**src/rtl/lopd_norm_pipe_pkg.sv**
```systemverilog
// Shared constants and helpers for the leading-one detect / normalise pipe.
// Operand width bounds and the position-field width function.
package lopd_norm_pipe_pkg;

  localparam int DATA_W_MIN = 4;
  localparam int DATA_W_MAX = 64;

  function automatic int pos_w(input int data_w);
    return $clog2(data_w);
  endfunction

endpackage

```
**src/rtl/lopd_norm_pipe_if.sv**
```systemverilog
// Operand/result handshake bundle for lopd_norm_pipe.
// slave is the pipe's view, master is the producer/consumer side.
interface lopd_norm_pipe_if #(
  parameter int DATA_W = 8,
  parameter int TAG_W  = 4
);
  import lopd_norm_pipe_pkg::*;

  localparam int POS_W = pos_w(DATA_W);

  logic              i_valid;
  logic              o_ready;
  logic [DATA_W-1:0] i_data;
  logic [POS_W-1:0]  i_max_shift;
  logic [TAG_W-1:0]  i_tag;
  logic              o_valid;
  logic              i_ready;
  logic [POS_W-1:0]  o_pos_one;
  logic              o_zero_flag;
  logic [POS_W-1:0]  o_shift;
  logic              o_sat;
  logic [DATA_W-1:0] o_data_norm;
  logic [TAG_W-1:0]  o_tag;

  modport slave (
    input  i_valid, i_data, i_max_shift, i_tag, i_ready,
    output o_ready, o_valid, o_pos_one, o_zero_flag,
    output o_shift, o_sat, o_data_norm, o_tag
  );

  modport master (
    output i_valid, i_data, i_max_shift, i_tag, i_ready,
    input  o_ready, o_valid, o_pos_one, o_zero_flag,
    input  o_shift, o_sat, o_data_norm, o_tag
  );

endinterface

```
**src/rtl/lopd_norm_pipe_tree.sv**
```systemverilog
// Combinational leading-zero counter built by recursive halving.
// A zero operand yields an all-ones count and zero=1.
module lopd_tree #(
  parameter int W = 8,
  localparam int P = $clog2(W)
) (
  input  logic [W-1:0] d,
  output logic [P-1:0] lzc,
  output logic         zero
);

  if (W == 2) begin : g_leaf
    assign zero = ~|d;
    assign lzc  = ~d[1];
  end else begin : g_node
    logic [P-2:0] lh;
    logic [P-2:0] ll;
    logic         zh;
    logic         zl;

    lopd_tree #(.W(W/2)) u_hi (
      .d    (d[W-1:W/2]),
      .lzc  (lh),
      .zero (zh)
    );

    lopd_tree #(.W(W/2)) u_lo (
      .d    (d[W/2-1:0]),
      .lzc  (ll),
      .zero (zl)
    );

    // Empty upper half: count continues into the lower half.
    assign zero = zh & zl;
    assign lzc  = zh ? {1'b1, ll} : {1'b0, lh};
  end

endmodule

```
**src/rtl/lopd_norm_pipe.sv**
```systemverilog
// Two-stage leading-one detect and clamped left normalise.
// S1 registers operand + lzc, S2 registers the final result.
module lopd_norm_pipe
  import lopd_norm_pipe_pkg::*;
#(
  parameter int DATA_W = 8,
  parameter int TAG_W  = 4
) (
  input logic             i_clk,
  input logic             i_rst,
  lopd_norm_pipe_if.slave bus
);

  localparam int POS_W = pos_w(DATA_W);

  logic              s1_adv;
  logic              s2_adv;

  logic              s1_valid;
  logic [DATA_W-1:0] s1_data;
  logic [POS_W-1:0]  s1_max;
  logic [TAG_W-1:0]  s1_tag;
  logic [POS_W-1:0]  s1_lzc;
  logic              s1_zero;

  logic              s2_valid;
  logic [POS_W-1:0]  s2_pos;
  logic              s2_zero;
  logic [POS_W-1:0]  s2_shift;
  logic              s2_sat;
  logic [DATA_W-1:0] s2_norm;
  logic [TAG_W-1:0]  s2_tag;

  logic [POS_W-1:0]  lzc;
  logic              zero;
  logic              sat_n;
  logic [POS_W-1:0]  shift_n;
  logic [DATA_W-1:0] norm_n;

  lopd_tree #(.W(DATA_W)) u_tree (
    .d    (bus.i_data),
    .lzc  (lzc),
    .zero (zero)
  );

  assign s2_adv      = ~s2_valid | bus.i_ready;
  assign s1_adv      = ~s1_valid | s2_adv;
  assign bus.o_ready = s1_adv & ~i_rst;

  always_ff @(posedge i_clk or posedge i_rst) begin
    if (i_rst) begin
      s1_valid <= 1'b0;
      s1_data  <= '0;
      s1_max   <= '0;
      s1_tag   <= '0;
      s1_lzc   <= '0;
      s1_zero  <= 1'b0;
    end else if (s1_adv) begin
      s1_valid <= bus.i_valid;
      if (bus.i_valid) begin
        s1_data <= bus.i_data;
        s1_max  <= bus.i_max_shift;
        s1_tag  <= bus.i_tag;
        s1_lzc  <= lzc;
        s1_zero <= zero;
      end
    end
  end

  // Clamp to exponent headroom; a zero operand never shifts.
  always_comb begin
    sat_n   = ~s1_zero & (s1_lzc > s1_max);
    shift_n = s1_lzc;
    if (s1_zero) begin
      shift_n = '0;
    end else if (sat_n) begin
      shift_n = s1_max;
    end
    norm_n = s1_data << shift_n;
  end

  always_ff @(posedge i_clk or posedge i_rst) begin
    if (i_rst) begin
      s2_valid <= 1'b0;
      s2_pos   <= '0;
      s2_zero  <= 1'b0;
      s2_shift <= '0;
      s2_sat   <= 1'b0;
      s2_norm  <= '0;
      s2_tag   <= '0;
    end else if (s2_adv) begin
      s2_valid <= s1_valid;
      if (s1_valid) begin
        s2_pos   <= s1_lzc;
        s2_zero  <= s1_zero;
        s2_shift <= shift_n;
        s2_sat   <= sat_n;
        s2_norm  <= norm_n;
        s2_tag   <= s1_tag;
      end
    end
  end

  assign bus.o_valid     = s2_valid;
  assign bus.o_pos_one   = s2_pos;
  assign bus.o_zero_flag = s2_zero;
  assign bus.o_shift     = s2_shift;
  assign bus.o_sat       = s2_sat;
  assign bus.o_data_norm = s2_norm;
  assign bus.o_tag       = s2_tag;

endmodule
```
**src/flat_wrapper.sv**
```systemverilog
// flat-port wrapper written by rule: the top's interface ports become plain ports
module lopd_norm_pipe_flat import lopd_norm_pipe_pkg::*;
#(
  parameter int DATA_W = 8,
  parameter int TAG_W  = 4
)
  (i_clk, i_rst, bus_i_valid, bus_i_data, bus_i_max_shift, bus_i_tag, bus_i_ready, bus_o_ready, bus_o_valid, bus_o_pos_one, bus_o_zero_flag, bus_o_shift, bus_o_sat, bus_o_data_norm, bus_o_tag);
  lopd_norm_pipe_if #(.DATA_W(DATA_W), .TAG_W(TAG_W)) bus_i ();
  input logic i_clk;
  input logic i_rst;
  input wire logic [$bits(bus_i.i_valid)-1:0] bus_i_valid;
  input wire logic [$bits(bus_i.i_data)-1:0] bus_i_data;
  input wire logic [$bits(bus_i.i_max_shift)-1:0] bus_i_max_shift;
  input wire logic [$bits(bus_i.i_tag)-1:0] bus_i_tag;
  input wire logic [$bits(bus_i.i_ready)-1:0] bus_i_ready;
  output wire logic [$bits(bus_i.o_ready)-1:0] bus_o_ready;
  output wire logic [$bits(bus_i.o_valid)-1:0] bus_o_valid;
  output wire logic [$bits(bus_i.o_pos_one)-1:0] bus_o_pos_one;
  output wire logic [$bits(bus_i.o_zero_flag)-1:0] bus_o_zero_flag;
  output wire logic [$bits(bus_i.o_shift)-1:0] bus_o_shift;
  output wire logic [$bits(bus_i.o_sat)-1:0] bus_o_sat;
  output wire logic [$bits(bus_i.o_data_norm)-1:0] bus_o_data_norm;
  output wire logic [$bits(bus_i.o_tag)-1:0] bus_o_tag;
  assign bus_i.i_valid = bus_i_valid;
  assign bus_i.i_data = bus_i_data;
  assign bus_i.i_max_shift = bus_i_max_shift;
  assign bus_i.i_tag = bus_i_tag;
  assign bus_i.i_ready = bus_i_ready;
  assign bus_o_ready = bus_i.o_ready;
  assign bus_o_valid = bus_i.o_valid;
  assign bus_o_pos_one = bus_i.o_pos_one;
  assign bus_o_zero_flag = bus_i.o_zero_flag;
  assign bus_o_shift = bus_i.o_shift;
  assign bus_o_sat = bus_i.o_sat;
  assign bus_o_data_norm = bus_i.o_data_norm;
  assign bus_o_tag = bus_i.o_tag;
  lopd_norm_pipe #(.DATA_W(DATA_W), .TAG_W(TAG_W)) u_core (.i_clk(i_clk), .i_rst(i_rst), .bus(bus_i));
endmodule
```
**config.mk**
```make
export PLATFORM = sky130hd
export DESIGN_NAME = lopd_norm_pipe_flat
export DESIGN_NICKNAME = d
export VERILOG_FILES = /design/src/rtl/lopd_norm_pipe_pkg.sv /design/src/rtl/lopd_norm_pipe_if.sv /design/src/rtl/lopd_norm_pipe_tree.sv /design/src/rtl/lopd_norm_pipe.sv /design/src/flat_wrapper.sv
export SDC_FILE = /design/constraint.sdc
export NUM_CORES = 1
export LEC_CHECK = 0
export BUFFER_PORTS_ARGS = -buffer_cell sky130_fd_sc_hd__buf_2
export CAP_MARGIN = 15
export CORE_MARGIN = 4
export CORE_UTILIZATION = 25
export CTS_BUF_LIST = sky130_fd_sc_hd__clkbuf_4
export CTS_CLUSTER_DIAMETER = 200
export DETAILED_ROUTE_END_ITERATION = 8
export GPL_TIMING_DRIVEN = 0
export PLACE_DENSITY = 0.4
export SLEW_MARGIN = 0
export SYNTH_ARGS = -nofsm -noshare
export SYNTH_HDL_FRONTEND = slang
export SYNTH_SLANG_ARGS = --single-unit
```
**constraint.sdc**
```tcl
create_clock -name i_clk -period 6.2 [get_ports i_clk]
set_input_delay 0.31 -clock i_clk [delete_from_list [all_inputs] [get_ports i_clk]]
set_output_delay 0.31 -clock i_clk [all_outputs]
set_load 0.01 [all_outputs]
```
### Yosys cells after proc, flatten, opt, wreduce, memory -nomap -nowiden

Index checks and enable logic that the tools add are counted.

* magnitude comparators: 1
* shift-type cells: 1
* muxes and demuxes: 5
* bitwise logic cells: 15
* reductions and logical operators: 10

Operator list (count)
* 3-bit 2-to-1 mux: 3
* 1-bit inverter: 8
* 2-bit OR reduction: 4
* 8-bit by 3-bit left shift with 8-bit output: 1
* 1-bit AND: 5
* 1-bit logical NOT: 4
* 2-bit 2-to-1 mux: 2
* 2-bit AND reduction: 2
* 3-bit > comparator: 1
* 1-bit OR: 2

* register bits after elaboration: 41
* bits of input ports: 19
* output and inout bits: 22
* word-level logic and storage cells: 45

### Longest topological paths before layout

* word-level depth: 5
* gate-level depth with buffers: 10
* mapped depth without buffers: 8

### Hierarchy

A second synthesis with hierarchy kept.

* cells, all modules: 167
* area, all modules: 2028.2 um^2

Modules (own cells, without submodules)
* lopd_norm_pipe: instances 1, cells an instance 149, area each 1900.6 um^2
* lopd_tree at u_core.u_tree.g_node.u_hi ...: instances 2, cells an instance 3, area each 30.0 um^2
* lopd_tree at u_core.u_tree: instances 1, cells an instance 4, area each 37.5 um^2
* lopd_tree at u_core.u_tree.g_node.u_hi.g_node.u_hi ...: instances 4, cells an instance 2, area each 7.5 um^2

### Least setup slack after synthesis

No wires, ideal clock.

* kind: register to register
* from: register u_core.s1_lzc[2]
* to: register u_core.s2_norm[4] (netlist: u_core.bus.o_data_norm[4])
* arrival time: 1.908 ns
* data required time: 6.080 ns
* path slack: 4.172 ns
* cell stages (with the launch flop): 9
* path buffers: 1
* clock period less this slack: 2.028 ns
* cells stage by stage: dfrtp_1 ha_1 nor2_1 a31oi_1 buf_2 a22oi_1 a311o_1 or2_1 a31o_1

* longest elaborated chain between the ends: 5

RTL lines
* from (decl): RTL line lopd_norm_pipe.sv:23 `logic [POS_W-1:0] s1_lzc;`
* from (signal assigned): RTL line lopd_norm_pipe.sv:64 `s1_lzc <= lzc;`
* 3-bit > comparator: RTL line lopd_norm_pipe.sv:72 `sat_n = ~s1_zero & (s1_lzc > s1_max);`
* 1-bit AND: RTL line lopd_norm_pipe.sv:72
* 3-bit 2-to-1 mux (*): RTL line lopd_norm_pipe.sv:76 `end else if (sat_n) begin`
* 3-bit 2-to-1 mux (*): RTL line lopd_norm_pipe.sv:74 `if (s1_zero) begin`
* 8-bit by 3-bit left shift with 8-bit output (*): RTL line lopd_norm_pipe.sv:79 `norm_n = s1_data << shift_n;`
* to (signal assigned): RTL line lopd_norm_pipe.sv:98 `s2_norm <= norm_n;`
* to (decl): RTL line lopd_norm_pipe.sv:31 `logic [DATA_W-1:0] s2_norm;`

Every way passes the cells marked *; elsewhere a longest branch is shown, timed or not.
A chain may end at the register's enable or synchronous reset.

### Worst setup path in the final report

* from: register u_core.s1_max[0]
* to: register u_core.s2_norm[5] (netlist: u_core.bus.o_data_norm[5])

* longest elaborated chain between the ends: 5

RTL lines
* from (decl): RTL line lopd_norm_pipe.sv:21 `logic [POS_W-1:0] s1_max;`
* from (signal assigned): RTL line lopd_norm_pipe.sv:62 `s1_max <= bus.i_max_shift;`
* 3-bit > comparator: RTL line lopd_norm_pipe.sv:72
* 1-bit AND: RTL line lopd_norm_pipe.sv:72
* 3-bit 2-to-1 mux (*): RTL line lopd_norm_pipe.sv:76
* 3-bit 2-to-1 mux (*): RTL line lopd_norm_pipe.sv:74
* 8-bit by 3-bit left shift with 8-bit output (*): RTL line lopd_norm_pipe.sv:79

Marked as above.

==> flow_metrics.py <==
metrics = {
    "power": {
        "pwr-share-comb": 0.370,
        "power.switching_mw": 0.305,
        "intPower_mw": 0.491,
        "p_per_area_mw_per_mm2": 308,
        "ir_worst_vdd_mv": 0.0994,
        "p_total_mw": 0.797,
        "p_seq_frac": 0.451,
        "clock_power_share": 0.179,
        "switching_share": 0.383,
        "p_leak_nw": 1.22,
    },
    "synth": {
        "ys_seq_area_frac": 0.474,
        "async_flop_share": 1.00,
        "synth_area_leaders": "dfrtp_1 47%, nand2_1 9.9%, mux2_2 7.3%",
        "synth_area_mm2": 0.00217,
        "syn-num-nets": 251,
        "yosys.cell_types.count": 47,
        "synth_common_cells": "57 x nand2_1, 41 x dfrtp_1, 14 x mux2_2, 11 x nor2_1",
        "synth_edf_count": 0,
        "synth_top_flop_cell": "dfrtp_1",
        "synth.most_common_cell": "nand2_1",
        "ys_ff_latch": 41,
        "yosysTopAreaCell": "dfrtp_1",
        "avgSynthCellArea_um2": 9.46,
        "synthCells": 229,
        "synth.top_cell.area_share": 0.474,
        "synth_warnings": 0,
    },
    "route": {
        "drt-total-wl_um": 5900,
        "viasPerCell": 4.75,
        "wire_per_inst_um": 15.4,
        "ant_nets": 0,
        "drt-pass1-iter-count": 4,
        "drt_iter0_markers": 91,
        "drcViolationCount": 0,
        "vias": 1823,
    },
    "sta": {
        "slew_headroom": 0.609,
        "fin_crit_sh": 0.395,
        "slew_viol_final": 0,
        "tns_ns": 0,
        "tightest_slew_ns": 0.585,
        "finClkSkew_ns": 0.0169,
        "fmax_mhz": 408,
        "period_needed_ns": 2.45,
        "rsz0062_at_grt": "false",
        "setup_violations": 0,
        "hold_viol": 0,
    },
    "setup_path": {
        "arrival_ns": 2.70,
        "cp.required_ns": 6.45,
        "worst_path_largest_cell_delay_ns": 0.58,
        "path_class": "reg -> reg",
        "cp-end-kind": "flip-flop",
        "critical_path.cell_chain": "ha_1, a31oi_1, buf_2, a22oi_1, a311oi_1, mux2i_1, a221o_1",
        "slowest_stage": "dfrtp_1",
        "crit_family": "compound AO/OA/AOI/OAI gates",
        "cp_max_fo": 10,
        "critPathLaunchType": "flip-flop",
        "path_buf_inv": 1,
        "reg2reg_slack_ns": 3.75,
    },
    "clock_network": {
        "clock-sinks": 41,
        "post-cts-setup-buffer-count": 0,
        "cts_tree": "yes",
        "clkTransAtPathRegs_ns": 0.15,
        "clock_latency_ns": 0.36,
        "htreeDepth": 2,
        "clockRootBuffer": "clkbuf_4",
        "clk_path_buf_depth": 2,
        "cts_buffers": 5,
        "post_cts_resized": 0,
    },
    "final_layout": {
        "diodes": 0,
        "syn2layout_area_growth_pct": 19.4,
        "drive_above_1_share": 0.269,
        "final_nets": 300,
        "nFillCells": 911,
    },
    "floorplan": {
        "die-area_mm2": 0.0102,
        "initial_utilization": 0.260,
        "fp.dieW_um": 101,
        "die_y_um": 101,
        "pin_count": 41,
        "fp-row-count": 33,
        "coreArea_mm2": 0.00834,
    },
    "placed_design": {
        "dpl.hpwl_um": 4430,
        "portBuffers": 40,
        "place.gp.congestion": 0.753,
    },
    "global_routing": {
        "antenna_found_initial": 0,
        "grt_max_degree": 27,
        "grt_pass1_wl_um": 9980,
        "grt_pass1_vias": 1877,
        "grt_usage": 0.125,
        "grt_overflow": 0,
    },
    "worst_hold_path": {
        "hold_path.class": "in -> reg",
    },
    "run": {
        "maxCapViolCount": 0,
    },
    "run_status": {
        "status": "completed",
    },
}
==> flip-flops by register name, summed over array words and instances, names as in the netlist <==
signal / cells
u_core.s1_max: 3
u_core.bus.o_data_norm: 8
u_core.bus.o_shift: 3
u_core.bus.o_pos_one: 3
u_core.s1_data: 8
u_core.bus.o_tag: 4
u_core.bus.o_zero_flag: 1
u_core.bus.o_sat: 1
u_core.s1_tag: 4
u_core.s1_valid: 1
u_core.s1_lzc: 3
u_core.bus.o_valid: 1
u_core.s1_zero: 1
==> stage by stage <==
stage               hold slack, ns  worst slack [ns]  std cells  instance area, um^2  utilization
finish                       0.162              3.75        384                 2590        0.310
global route                 0.116              3.51        384                 2590        0.310
floorplan                    0.407              4.17        229                 2170            -
detailed placement           0.319              3.76        375                 2520        0.302
CTS                          0.144              3.73        384                 2590        0.310
global placement             0.447              3.77        374                 2500        0.299
==> power groups by stage <==
stage          clock network (mW)  logic (mW)  registers (mW)
6_report                    0.142       0.295           0.360
5_1_grt                     0.164       0.331           0.369
4_1_cts                     0.152       0.299           0.360
3_5_place_dp                    0       0.297           0.365
3_3_place_gp                    0       0.295           0.365
2_1_floorplan                   0       0.181           0.375
==> area by class of cell <==
class	instances	area, um^2	share of cell area
multi-input combinational	170	1060	0.409
sequential	41	1030	0.397
timing repair buffer	42	230	0.0890
tap	105	131	0.0508
buffer	11	56.3	0.0218
clock buffer	5	37.5	0.0145
inverter	7	26.3	0.0102
clock inverter	3	21.3	0.00822
==> cells in the final DEF (no fill, tap or decap), drive strengths merged, types with 2 or more instances in the layout <==
cell,netlist,routed
nand2b,5,5
a32o,2,2
a31o,2,2
a21o,3,3
ha,3,3
mux2,14,14
mux2i,2,2
or2,3,3
nor2,11,11
and2,3,3
nor2b,5,5
dfrtp,41,41
a22oi,7,7
a21oi,6,6
a311o,2,2
clkbuf,5,10
a221o,2,2
nor4,2,2
o31ai,2,2
o21ai,8,8
a311oi,5,5
nand4,2,2
inv,7,8
buf,6,47
nor3,9,9
nand3,2,2
nand2,57,57
==> metal layers <==
metal,GRT usage,wire length (um),up-vias
li1,-,-,917
met1,0.181,3040,861
met2,0.190,2600,36
met3,0.0235,207,9
met4,0.0348,60,0
met5,0,0,-
==> worst paths after layout <==
| path | from | endpoint | cells past startpoint |
|---|---|---|---|
| worst min register to register | u_core.s1_tag[3] | u_core.bus.o_tag[3] | 2 |
| max in group asynchronous | i_rst | u_core.s1_data[3] | 4 |
| worst min-delay path | bus_i_max_shift[1] | u_core.s1_max[1] | 2 |
| min in group asynchronous | i_rst | u_core.bus.o_tag[1] | 3 |
| worst max register to register | u_core.s1_max[0] | u_core.bus.o_data_norm[5] | 7 |
| worst max-delay path | u_core.s1_max[0] | u_core.bus.o_data_norm[5] | 7 |
==> what timing repair did <==
item                       in CTS  in global routing
hold endpoints to repair       15                  0
setup endpoints to repair       0                  0
hold buffers                    1                  0
==> cells by family (layout without fill, tap and decap cells) <==
| kind of cell | Yosys count | in the layout | share of synthesized area |
|---|---|---|---|
| mux | 16 | 16 | 0.0820 |
| flops | 41 | 41 | 0.474 |
| simple gates | 101 | 101 | 0.211 |
| fa+ha+maj | 3 | 3 | 0.0173 |
| compound gates | 50 | 50 | 0.177 |
| buf+inv | 18 | 68 | 0.0381 |
(Power assumes the default switching activity.)
